File: src/rtl/sram_axi_bridge_pkg.sv
// Shared types and constants for the SRAM-to-AXI bridge: FSM state encoding,
// fixed AXI burst fields and default transaction IDs.
package sram_axi_bridge_pkg;

  typedef enum logic [2:0] {
    ST_IDLE    = 3'd0,
    ST_RD_ADDR = 3'd1,
    ST_RD_DATA = 3'd2,
    ST_WR_ADDR = 3'd3,
    ST_WR_RESP = 3'd4,
    ST_RESP    = 3'd5
  } bridge_state_t;

  localparam logic [1:0] AXI_BURST_INCR  = 2'b01;
  localparam logic [3:0] AXI_LEN_SINGLE  = 4'd0;
  localparam logic [3:0] INST_ID_DEFAULT = 4'd0;
  localparam logic [3:0] DATA_ID_DEFAULT = 4'd1;

  // Size code 3 has no meaning on the SRAM side; it is carried as a word access.
  function automatic logic [1:0] norm_size(input logic [1:0] size);
    return (size == 2'd3) ? 2'd2 : size;
  endfunction

endpackage

File: src/rtl/sram_axi_bridge_if.sv
// AXI3-style single-beat master bus between the bridge (master) and the
// downstream interconnect (slave).
interface sram_axi_bridge_if;

  logic [3:0]  arid;
  logic [31:0] araddr;
  logic [3:0]  arlen;
  logic [2:0]  arsize;
  logic [1:0]  arburst;
  logic [1:0]  arlock;
  logic [3:0]  arcache;
  logic [2:0]  arprot;
  logic        arvalid;
  logic        arready;

  logic [3:0]  rid;
  logic [31:0] rdata;
  logic [1:0]  rresp;
  logic        rlast;
  logic        rvalid;
  logic        rready;

  logic [3:0]  awid;
  logic [31:0] awaddr;
  logic [3:0]  awlen;
  logic [2:0]  awsize;
  logic [1:0]  awburst;
  logic [1:0]  awlock;
  logic [3:0]  awcache;
  logic [2:0]  awprot;
  logic        awvalid;
  logic        awready;

  logic [3:0]  wid;
  logic [31:0] wdata;
  logic [3:0]  wstrb;
  logic        wlast;
  logic        wvalid;
  logic        wready;

  logic [3:0]  bid;
  logic [1:0]  bresp;
  logic        bvalid;
  logic        bready;

  modport master (
    output arid, araddr, arlen, arsize, arburst, arlock, arcache, arprot, arvalid,
    input  arready,
    input  rid, rdata, rresp, rlast, rvalid,
    output rready,
    output awid, awaddr, awlen, awsize, awburst, awlock, awcache, awprot, awvalid,
    input  awready,
    output wid, wdata, wstrb, wlast, wvalid,
    input  wready,
    input  bid, bresp, bvalid,
    output bready
  );

  modport slave (
    input  arid, araddr, arlen, arsize, arburst, arlock, arcache, arprot, arvalid,
    output arready,
    output rid, rdata, rresp, rlast, rvalid,
    input  rready,
    input  awid, awaddr, awlen, awsize, awburst, awlock, awcache, awprot, awvalid,
    output awready,
    input  wid, wdata, wstrb, wlast, wvalid,
    output wready,
    output bid, bresp, bvalid,
    input  bready
  );

endinterface

File: src/rtl/sram_axi_bridge_wstrb_gen.sv
// Byte-lane strobe from access size and low address bits; write data is
// already lane-aligned by the core so only the strobe needs deriving.
module sram_axi_bridge_wstrb_gen (
  input  logic [1:0] size,
  input  logic [1:0] addr_lo,
  output logic [3:0] wstrb
);

  // Lane select per access size; unknown sizes fall back to a full word.
  always_comb begin
    wstrb = 4'b1111;
    case (size)
      2'd0:    wstrb = 4'b0001 << addr_lo;
      2'd1:    wstrb = addr_lo[1] ? 4'b1100 : 4'b0011;
      default: wstrb = 4'b1111;
    endcase
  end

endmodule

File: src/rtl/sram_axi_bridge.sv
// Merges the core's instruction and data SRAM-like ports onto one AXI master,
// one transaction in flight, data port winning simultaneous requests.
module sram_axi_bridge
  import sram_axi_bridge_pkg::*;
#(
  parameter logic [3:0] INST_ID = INST_ID_DEFAULT,
  parameter logic [3:0] DATA_ID = DATA_ID_DEFAULT
) (
  input  logic        clk,
  input  logic        rst,

  input  logic        inst_req,
  input  logic        inst_wr,
  input  logic [1:0]  inst_size,
  input  logic [31:0] inst_addr,
  input  logic [31:0] inst_wdata,
  output logic        inst_addr_ok,
  output logic        inst_data_ok,
  output logic [31:0] inst_rdata,

  input  logic        data_req,
  input  logic        data_wr,
  input  logic [1:0]  data_size,
  input  logic [31:0] data_addr,
  input  logic [31:0] data_wdata,
  output logic        data_addr_ok,
  output logic        data_data_ok,
  output logic [31:0] data_rdata,

  sram_axi_bridge_if.master axi
);

  bridge_state_t state_r, state_n;

  logic        owner_data_r;
  logic [1:0]  size_r;
  logic [31:0] addr_r;
  logic [31:0] wdata_r;
  logic [3:0]  wstrb_r;
  logic        aw_done_r;
  logic        w_done_r;
  logic [31:0] inst_rdata_r;
  logic [31:0] data_rdata_r;

  logic        in_idle_s;
  logic        accept_s;
  logic        sel_wr_s;
  logic [1:0]  sel_size_s;
  logic [31:0] sel_addr_s;
  logic [31:0] sel_wdata_s;
  logic [3:0]  sel_wstrb_s;
  logic        unused_inputs_s;

  // rst gates acceptance so nothing leaves the bridge while it is held in reset.
  assign in_idle_s    = (state_r == ST_IDLE) & ~rst;
  assign data_addr_ok = in_idle_s & data_req;
  assign inst_addr_ok = in_idle_s & inst_req & ~data_req;
  assign accept_s     = data_addr_ok | inst_addr_ok;

  assign sel_wr_s    = data_req ? data_wr : 1'b0;
  assign sel_size_s  = norm_size(data_req ? data_size : inst_size);
  assign sel_addr_s  = data_req ? data_addr : inst_addr;
  assign sel_wdata_s = data_wdata;

  sram_axi_bridge_wstrb_gen u_wstrb_gen (
    .size    (sel_size_s),
    .addr_lo (sel_addr_s[1:0]),
    .wstrb   (sel_wstrb_s)
  );

  // State register.
  always_ff @(posedge clk or posedge rst) begin
    if (rst) begin
      state_r <= ST_IDLE;
    end else begin
      state_r <= state_n;
    end
  end

  // Next-state logic; the write-address state waits for both AW and W handshakes.
  always_comb begin
    state_n = state_r;
    case (state_r)
      ST_IDLE: begin
        if (accept_s) begin
          state_n = sel_wr_s ? ST_WR_ADDR : ST_RD_ADDR;
        end else begin
          state_n = ST_IDLE;
        end
      end
      ST_RD_ADDR: begin
        if (axi.arready) state_n = ST_RD_DATA;
        else             state_n = ST_RD_ADDR;
      end
      ST_RD_DATA: begin
        if (axi.rvalid) state_n = ST_RESP;
        else            state_n = ST_RD_DATA;
      end
      ST_WR_ADDR: begin
        if ((aw_done_r | axi.awready) & (w_done_r | axi.wready)) state_n = ST_WR_RESP;
        else                                                     state_n = ST_WR_ADDR;
      end
      ST_WR_RESP: begin
        if (axi.bvalid) state_n = ST_RESP;
        else            state_n = ST_WR_RESP;
      end
      ST_RESP: state_n = ST_IDLE;
      default: state_n = ST_IDLE;
    endcase
  end

  // Request capture, write-channel progress flags and read-data latches.
  always_ff @(posedge clk or posedge rst) begin
    if (rst) begin
      owner_data_r <= 1'b0;
      size_r       <= 2'd0;
      addr_r       <= 32'd0;
      wdata_r      <= 32'd0;
      wstrb_r      <= 4'd0;
      aw_done_r    <= 1'b0;
      w_done_r     <= 1'b0;
      inst_rdata_r <= 32'd0;
      data_rdata_r <= 32'd0;
    end else begin
      if (accept_s) begin
        owner_data_r <= data_req;
        size_r       <= sel_size_s;
        addr_r       <= sel_addr_s;
        wdata_r      <= sel_wdata_s;
        wstrb_r      <= sel_wstrb_s;
      end
      if ((state_r != ST_WR_ADDR) || (state_n != ST_WR_ADDR)) begin
        aw_done_r <= 1'b0;
        w_done_r  <= 1'b0;
      end else begin
        if (axi.awready) aw_done_r <= 1'b1;
        if (axi.wready)  w_done_r  <= 1'b1;
      end
      if ((state_r == ST_RD_DATA) && axi.rvalid) begin
        if (owner_data_r) data_rdata_r <= axi.rdata;
        else              inst_rdata_r <= axi.rdata;
      end
    end
  end

  assign axi.arid    = owner_data_r ? DATA_ID : INST_ID;
  assign axi.araddr  = addr_r;
  assign axi.arlen   = AXI_LEN_SINGLE;
  assign axi.arsize  = {1'b0, size_r};
  assign axi.arburst = AXI_BURST_INCR;
  assign axi.arlock  = 2'd0;
  assign axi.arcache = 4'd0;
  assign axi.arprot  = 3'd0;
  assign axi.arvalid = (state_r == ST_RD_ADDR);
  assign axi.rready  = (state_r == ST_RD_DATA);

  assign axi.awid    = DATA_ID;
  assign axi.awaddr  = addr_r;
  assign axi.awlen   = AXI_LEN_SINGLE;
  assign axi.awsize  = {1'b0, size_r};
  assign axi.awburst = AXI_BURST_INCR;
  assign axi.awlock  = 2'd0;
  assign axi.awcache = 4'd0;
  assign axi.awprot  = 3'd0;
  assign axi.awvalid = (state_r == ST_WR_ADDR) & ~aw_done_r;

  assign axi.wid     = DATA_ID;
  assign axi.wdata   = wdata_r;
  assign axi.wstrb   = wstrb_r;
  assign axi.wlast   = 1'b1;
  assign axi.wvalid  = (state_r == ST_WR_ADDR) & ~w_done_r;
  assign axi.bready  = (state_r == ST_WR_RESP);

  assign inst_data_ok = (state_r == ST_RESP) & ~owner_data_r;
  assign data_data_ok = (state_r == ST_RESP) &  owner_data_r;
  assign inst_rdata   = inst_rdata_r;
  assign data_rdata   = data_rdata_r;

  // Fields the bridge deliberately does not look at.
  assign unused_inputs_s = ^{inst_wr, inst_wdata, axi.rid, axi.rresp, axi.rlast,
                             axi.bid, axi.bresp};

endmodule

File: src/flat_wrapper.sv
// flat-port wrapper written by rule: the top's interface ports become plain ports
module sram_axi_bridge_flat import sram_axi_bridge_pkg::*;
#(
  parameter logic [3:0] INST_ID = INST_ID_DEFAULT,
  parameter logic [3:0] DATA_ID = DATA_ID_DEFAULT
)
  (clk, rst, inst_req, inst_wr, inst_size, inst_addr, inst_wdata, inst_addr_ok, inst_data_ok, inst_rdata, data_req, data_wr, data_size, data_addr, data_wdata, data_addr_ok, data_data_ok, data_rdata, axi_arid, axi_araddr, axi_arlen, axi_arsize, axi_arburst, axi_arlock, axi_arcache, axi_arprot, axi_arvalid, axi_arready, axi_rid, axi_rdata, axi_rresp, axi_rlast, axi_rvalid, axi_rready, axi_awid, axi_awaddr, axi_awlen, axi_awsize, axi_awburst, axi_awlock, axi_awcache, axi_awprot, axi_awvalid, axi_awready, axi_wid, axi_wdata, axi_wstrb, axi_wlast, axi_wvalid, axi_wready, axi_bid, axi_bresp, axi_bvalid, axi_bready);
  sram_axi_bridge_if axi_i ();
  input  logic clk;
  input  logic rst;
  input  logic inst_req;
  input  logic inst_wr;
  input  logic [1:0] inst_size;
  input  logic [31:0] inst_addr;
  input  logic [31:0] inst_wdata;
  output logic inst_addr_ok;
  output logic inst_data_ok;
  output logic [31:0] inst_rdata;
  input  logic data_req;
  input  logic data_wr;
  input  logic [1:0] data_size;
  input  logic [31:0] data_addr;
  input  logic [31:0] data_wdata;
  output logic data_addr_ok;
  output logic data_data_ok;
  output logic [31:0] data_rdata;
  output wire logic [$bits(axi_i.arid)-1:0] axi_arid;
  output wire logic [$bits(axi_i.araddr)-1:0] axi_araddr;
  output wire logic [$bits(axi_i.arlen)-1:0] axi_arlen;
  output wire logic [$bits(axi_i.arsize)-1:0] axi_arsize;
  output wire logic [$bits(axi_i.arburst)-1:0] axi_arburst;
  output wire logic [$bits(axi_i.arlock)-1:0] axi_arlock;
  output wire logic [$bits(axi_i.arcache)-1:0] axi_arcache;
  output wire logic [$bits(axi_i.arprot)-1:0] axi_arprot;
  output wire logic [$bits(axi_i.arvalid)-1:0] axi_arvalid;
  input wire logic [$bits(axi_i.arready)-1:0] axi_arready;
  input wire logic [$bits(axi_i.rid)-1:0] axi_rid;
  input wire logic [$bits(axi_i.rdata)-1:0] axi_rdata;
  input wire logic [$bits(axi_i.rresp)-1:0] axi_rresp;
  input wire logic [$bits(axi_i.rlast)-1:0] axi_rlast;
  input wire logic [$bits(axi_i.rvalid)-1:0] axi_rvalid;
  output wire logic [$bits(axi_i.rready)-1:0] axi_rready;
  output wire logic [$bits(axi_i.awid)-1:0] axi_awid;
  output wire logic [$bits(axi_i.awaddr)-1:0] axi_awaddr;
  output wire logic [$bits(axi_i.awlen)-1:0] axi_awlen;
  output wire logic [$bits(axi_i.awsize)-1:0] axi_awsize;
  output wire logic [$bits(axi_i.awburst)-1:0] axi_awburst;
  output wire logic [$bits(axi_i.awlock)-1:0] axi_awlock;
  output wire logic [$bits(axi_i.awcache)-1:0] axi_awcache;
  output wire logic [$bits(axi_i.awprot)-1:0] axi_awprot;
  output wire logic [$bits(axi_i.awvalid)-1:0] axi_awvalid;
  input wire logic [$bits(axi_i.awready)-1:0] axi_awready;
  output wire logic [$bits(axi_i.wid)-1:0] axi_wid;
  output wire logic [$bits(axi_i.wdata)-1:0] axi_wdata;
  output wire logic [$bits(axi_i.wstrb)-1:0] axi_wstrb;
  output wire logic [$bits(axi_i.wlast)-1:0] axi_wlast;
  output wire logic [$bits(axi_i.wvalid)-1:0] axi_wvalid;
  input wire logic [$bits(axi_i.wready)-1:0] axi_wready;
  input wire logic [$bits(axi_i.bid)-1:0] axi_bid;
  input wire logic [$bits(axi_i.bresp)-1:0] axi_bresp;
  input wire logic [$bits(axi_i.bvalid)-1:0] axi_bvalid;
  output wire logic [$bits(axi_i.bready)-1:0] axi_bready;
  assign axi_arid = axi_i.arid;
  assign axi_araddr = axi_i.araddr;
  assign axi_arlen = axi_i.arlen;
  assign axi_arsize = axi_i.arsize;
  assign axi_arburst = axi_i.arburst;
  assign axi_arlock = axi_i.arlock;
  assign axi_arcache = axi_i.arcache;
  assign axi_arprot = axi_i.arprot;
  assign axi_arvalid = axi_i.arvalid;
  assign axi_i.arready = axi_arready;
  assign axi_i.rid = axi_rid;
  assign axi_i.rdata = axi_rdata;
  assign axi_i.rresp = axi_rresp;
  assign axi_i.rlast = axi_rlast;
  assign axi_i.rvalid = axi_rvalid;
  assign axi_rready = axi_i.rready;
  assign axi_awid = axi_i.awid;
  assign axi_awaddr = axi_i.awaddr;
  assign axi_awlen = axi_i.awlen;
  assign axi_awsize = axi_i.awsize;
  assign axi_awburst = axi_i.awburst;
  assign axi_awlock = axi_i.awlock;
  assign axi_awcache = axi_i.awcache;
  assign axi_awprot = axi_i.awprot;
  assign axi_awvalid = axi_i.awvalid;
  assign axi_i.awready = axi_awready;
  assign axi_wid = axi_i.wid;
  assign axi_wdata = axi_i.wdata;
  assign axi_wstrb = axi_i.wstrb;
  assign axi_wlast = axi_i.wlast;
  assign axi_wvalid = axi_i.wvalid;
  assign axi_i.wready = axi_wready;
  assign axi_i.bid = axi_bid;
  assign axi_i.bresp = axi_bresp;
  assign axi_i.bvalid = axi_bvalid;
  assign axi_bready = axi_i.bready;
  sram_axi_bridge #(.INST_ID(INST_ID), .DATA_ID(DATA_ID)) u_core (.clk(clk), .rst(rst), .inst_req(inst_req), .inst_wr(inst_wr), .inst_size(inst_size), .inst_addr(inst_addr), .inst_wdata(inst_wdata), .inst_addr_ok(inst_addr_ok), .inst_data_ok(inst_data_ok), .inst_rdata(inst_rdata), .data_req(data_req), .data_wr(data_wr), .data_size(data_size), .data_addr(data_addr), .data_wdata(data_wdata), .data_addr_ok(data_addr_ok), .data_data_ok(data_data_ok), .data_rdata(data_rdata), .axi(axi_i));
endmodule
File: config.mk
export PLATFORM = sky130hd
export DESIGN_NAME = sram_axi_bridge_flat
export DESIGN_NICKNAME = d
export VERILOG_FILES = /design/src/rtl/sram_axi_bridge_pkg.sv /design/src/rtl/sram_axi_bridge_if.sv /design/src/rtl/sram_axi_bridge_wstrb_gen.sv /design/src/rtl/sram_axi_bridge.sv /design/src/flat_wrapper.sv
export SDC_FILE = /design/constraint.sdc
export NUM_CORES = 1
export LEC_CHECK = 0
export CORE_AREA = 2 2 161 163
export CTS_CLUSTER_SIZE = 12
export DETAILED_ROUTE_END_ITERATION = 8
export DIE_AREA = 0 0 163 165
export PLACE_DENSITY = 0.59
export SKIP_CTS_REPAIR_TIMING = 1
export SLEW_MARGIN = 20
export SYNTH_ARGS = -nofsm -noshare
export SYNTH_HDL_FRONTEND = slang
export SYNTH_HIERARCHICAL = 1
export SYNTH_SLANG_ARGS = --single-unit
export TNS_END_PERCENT = 50
File: constraint.sdc
create_clock -name clk -period 12.8 [get_ports clk]
set_input_delay 1.28 -clock clk [delete_from_list [all_inputs] [get_ports clk]]
set_output_delay 1.28 -clock clk [all_outputs]
set_load 0.005 [all_outputs]
# --- Yosys cells after proc, flatten, opt, wreduce, memory -nomap -nowiden ---
# Cells that the tools add are included.
classes:
  eq_ne: 9
  shifts: 1
  muxes: 18
  bitwise_logic: 17
  reduce_logical: 8
op_table:
  columns: ["operator", "count"]
  rows:
  - ["32-bit two-way mux", 1]
  - ["3-bit one-hot mux with 5 select lines", 1]
  - ["1-bit bitwise AND", 9]
  - ["3-bit two-way mux", 3]
  - ["2-bit two-way mux", 4]
  - ["4-bit one-hot mux with 2 select lines", 1]
  - ["1-bit two-way mux", 7]
  - ["3-bit by 2-bit equality test with 1-bit output, second input constant", 2]
  - ["3-bit equality test, second input constant", 2]
  - ["3-bit by 2-bit != test with 1-bit output, second input constant", 2]
  - ["1-bit NOT", 5]
  - ["4-bit two-way mux", 1]
  - ["2-bit AND reduction", 2]
  - ["2-bit nonzero test", 2]
  - ["1-bit by 2-bit << shifter with 4-bit output, first input constant", 1]
  - ["3-bit by 1-bit equality test with 1-bit output, second input constant", 1]
  - ["3-bit zero test", 1]
  - ["1-bit OR", 3]
  - ["2-bit by 1-bit equality test with 1-bit output, second input constant", 1]
  - ["2-bit equality test, second input constant", 1]
  - ["2-bit zero test", 1]
  - ["1-bit logical AND", 1]
  - ["1-bit logical OR", 1]
totals:
  register_bits: 140
  in_bits: 188
  output_inout_bits: 222
  word_cells: 63

# --- Longest topological paths before layout ---
logic_depth:
  word_depth: 10
  depth_mapped: 7
  ltp_nobuf: 5

# --- Cells and area by module ---
# The synthesis kept the hierarchy.
modules_own_cells:
  columns: ["mod", "n_inst", "cells_per_inst", "area_each_um2", "seq_area_each_um2"]
  rows:
  - ["sram_axi_bridge", 1, 453, 6657.6, 3503.4]
  - ["sram_axi_bridge_wstrb_gen", 1, 7, 43.8, 0.0]

# --- Worst setup path after synthesis ---
# OpenSTA, ideal clock, no wires.
synth_path:
  kind: "input port to output port"
  from: "input port data_req"
  to: "output port data_addr_ok"
  t_arrival_ns: 1.842
  required_time_ns: 11.520
  slack_ns: 9.678
  path_stages: 3
  n_path_buf: 2
  path_cell_list: "buf_2 > buf_2 > and2_2"
synth_between:
  elab_chain_len: 1
synth_rtl:
  columns: ["element", "line_no", "rtl"]
  rows:
  - ["from (decl)", "flat_wrapper.sv:19", "input logic data_req;"]
  - ["1-bit bitwise AND", "sram_axi_bridge.sv:56", "assign data_addr_ok = in_idle_s & data_req;"]
  - ["to (decl)", "flat_wrapper.sv:24", "output logic data_addr_ok;"]
# Every way passes these cells.

# --- Final worst setup path ---
layout_path:
  from: "input port rst"
  to: "output port data_addr_ok"
layout_between:
  elab_chain_len: 3
layout_rtl:
  columns: ["element", "line_no", "rtl"]
  rows:
  - ["from (decl)", "flat_wrapper.sv:10", "input logic rst;"]
  - ["1-bit NOT", "sram_axi_bridge.sv:55", "assign in_idle_s = (state_r == ST_IDLE) & ~rst;"]
  - ["1-bit bitwise AND", "sram_axi_bridge.sv:55", null]
  - ["1-bit bitwise AND", "sram_axi_bridge.sv:56", null]
# Every way passes these cells.

==> impl_metrics.toml <==
[power]
power.leakage_nw = 4.40
peakVddDrop_uv = 95.4
power_density_nw_per_um2 = 229

[timing]
fin_crit_sh_pct = 33.3
tightest_slew_ns = 1.02
setup_tns_ns = 0
timing.hold.ws_ns = 0.502
setup_viol = 0
relSlewSlack_pct = 31.6
post-route-min-period_ns = 4.27
finalHoldViolCount = 0
max_freq_mhz = 234
drv_slew = 0
rsz0062_at_grt = "no"
skew_ns = 0.00858

[route]
drt-initial-drc-count = 146
via_count = 4449
wire_per_inst_um = 16.1
drt-total-wl_um = 17500
ant_nets = 0
firstDrtPassIters = 4
vias_per_cell = 4.09
drc = 0

[clocking]
clk_latency_ns = 0.41
clk_pin_slew_ns = 0.06
cts_tree = "done"
clock_path_buffers = 2
htreeDepth = 4
clock_sink_count = 140
numCtsBuffers = 17
cts_root_buf = "clkbuf_16"

[worst_setup_path]
cp_top_family = "buffers and inverters"
slowest_delay_ns = 0.60
crit_end = "data_addr_ok"
rr_startpoint = "u_core/state_r[1]$_DFF_PP0_"
worst_r2r_path_depth = 3
cp.arrival_ns = 2.99
crit_buf_inv = 2
critPathSlowestCell = "clkdlybuf4s50_1"
cp.required_ns = 11.52
startpoint_type = "input port"
path_max_fanout = 5
startpoint = "rst"
crit_chain = "clkdlybuf4s50_1, nor4_4, and2_2, clkdlybuf4s50_1"
cp.depth = 4
cpMostUsedCell = "clkdlybuf4s50_1"
crit_path_end_kind = "output pin"
crit_type = "in -> out"
r2r_setup_slack_ns = 10.48
r2r_end = "u_core/data_rdata[5]$_DFFE_PP0P_"

[global_routing]
grt.total_usage_pct = 12.9
grt_pass1_wl_um = 26400
grt_max_degree = 74
antenna_found_initial = 0
grt_pass1_vias = 4704
grt_overflow = 0

[finish]
drive_gt1_share_pct = 27.8
finalNetCount = 933
num_antenna_cells = 0
area_growth_pct = 53.6
utilization_pct = 41.1
fill_cells = 2405

[floorplan]
rows = 58
io_pins = 410
dieArea_um2 = 26900
die_y_um = 165
die_w_um = 163
start_util_pct = 26.8
coreArea_um2 = 25000

[synth]
ys_seq_area_share_pct = 52.3
synth_cells = 460
synthTopCellsByArea = "dfrtp_1 (52%), mux2_2 (18%), mux2_4 (13%)"
ys_ff_latch = 140
synth_top_family_by_area = "multiplexers"
synthSimpleGateAreaFrac_pct = 2.89
synth.avg_cell_area_um2 = 14.6
syn_area_um2 = 6700
yosys.area.top_type = "dfrtp_1"
synth_compound_area_share_pct = 1.70
synth_top_area_share_pct = 52.3
yosysUniqueCellTypes = 33
muxShareOfSynthArea_pct = 31.4
synth_adder_area_share_pct = 0
synth_xor_area_share_pct = 0
ys_warn_count = 6

[worst_hold_path]
hold_path.startpoint = "u_core/axi.wdata[29]$_DFFE_PP0N_"
hp-class = "reg -> reg"

[placement]
dpl.hpwl_um = 12800
gp_congestion = 0.712
port_buffers = 319

[flow_run]
maxCapViolCount = 0

[status]
outcome = "finished clean"
[layout make-up]
| type | instances | area (µm²) | share of cell area [%] |
|---|---|---|---|
| Multi-Input combinational cell | 259 | 2590 | 25.1 |
| Clock buffer | 20 | 437 | 4.24 |
| Sequential cell | 140 | 3500 | 34.0 |
| Tap cell | 330 | 413 | 4.01 |
| Clock inverter | 12 | 114 | 1.11 |
| Timing Repair Buffer | 323 | 3220 | 31.3 |
| Inverter | 4 | 20.0 | 0.194 |
[worst register-to-register path: stages (launching register included)]
cell and delay, ns:
dfrtp_1 0.59, nor3b_2 0.29, nand3_2 0.73, mux2_2 0.58
[state kept, by name (all words and copies together), names as in the netlist]
| name | cells |
|---|---|
| u_core/axi.wdata | 32 |
| u_core/aw_done_r | 1 |
| u_core/state_r | 3 |
| u_core/size_r | 2 |
| u_core/w_done_r | 1 |
| u_core/axi.araddr | 32 |
| u_core/inst_rdata | 32 |
| u_core/data_rdata | 32 |
| u_core/axi.wstrb | 4 |
| u_core/owner_data_r | 1 |
[synthesized netlist by cell type]
library cell and number:
nor3_1 1, and3_1 1, nand2_1 4, conb_1 2, inv_1 4, o211ai_1 1, o32ai_1 1, dfrtp_1 140
nor2_1 11, and4bb_2 1, o22ai_1 1, buf_4 79, o21bai_1 4, a21oi_1 4, or2_2 1, nor2b_1 3
o21a_1 1, mux2_2 108, buf_6 5, nand4_1 1, a21o_1 1, nor3b_1 2, clkbuf_1 3, and2_2 1
nand3_1 3, nor3b_2 1, o21ai_4 1, buf_2 9, nand4bb_1 1, buf_12 3, nor4_4 1, mux2_4 59
o21ai_0 2
[logic make-up after synthesis]
group / Yosys count
other cells: 2
buf+inv: 103
compound gates: 16
simple gates: 32
mux: 167
flops: 140
[routing by layer]
metal  up-vias  track usage (%)  routed length, µm
met3        12             4.34               1460
met4         0             4.30                230
met2       226             21.9               8520
li1       2054                -                  -
met5         -                0                  0
met1      2157             15.3               7280
[stage by stage]
step / std cells / worst slack (ns) / area (µm²) / power (mW)
6_report: 1088 / 8.53 / 10300 / 2.36
5_1_grt: 1088 / 8.43 / 10300 / 2.51
4_1_cts: 1088 / 8.50 / 10300 / 2.40
3_5_place_dp: 1056 / 8.51 / 9740 / 1.91
3_3_place_gp: 1056 / 8.50 / 9740 / 1.90
2_1_floorplan: 502 / 7.77 / 6860 / 1.32
[how the worst min path moves through the flow]
stage / endpoint / slack, ns / depth (start not counted)
final: u_core/axi.wdata[29]$_DFFE_PP0N_ / 0.50 / 1
after global routing: u_core/data_rdata[21]$_DFFE_PP0P_ / 0.51 / 1
after CTS: u_core/axi.wdata[29]$_DFFE_PP0N_ / 0.51 / 1
after detailed placement: u_core/axi.wdata[4]$_DFFE_PP0N_ / 0.49 / 1
after global placement: u_core/data_rdata[26]$_DFFE_PP0P_ / 0.49 / 1
after floorplan: u_core/w_done_r$_DFFE_PP0P_ / 0.50 / 2
[placed cells by master, fill, tap and decap left out, types with 4 or more instances in the layout]
cell type / netlist / routed
clkbuf_16: 0 / 17
dfrtp_1: 140 / 140
inv_6: 0 / 4
clkdlybuf4s50_1: 0 / 318
mux2_4: 59 / 59
conb_1: 2 / 44
mux2_2: 108 / 108
nor2_1: 11 / 10
clkinvlp_4: 0 / 4
o21bai_1: 4 / 4
buf_4: 79 / 4
nand2_1: 4 / 4
a21oi_1: 4 / 4
[power by group]
group	switching (mW)	leakage, nW	total [mW]	internal, mW
Combinational	0.303	2.46	1.08	0.773
Clock	0.195	0.257	0.464	0.269
Sequential	0.152	1.68	0.815	0.663
No activity file was read; power rests on OpenSTA's default activity.
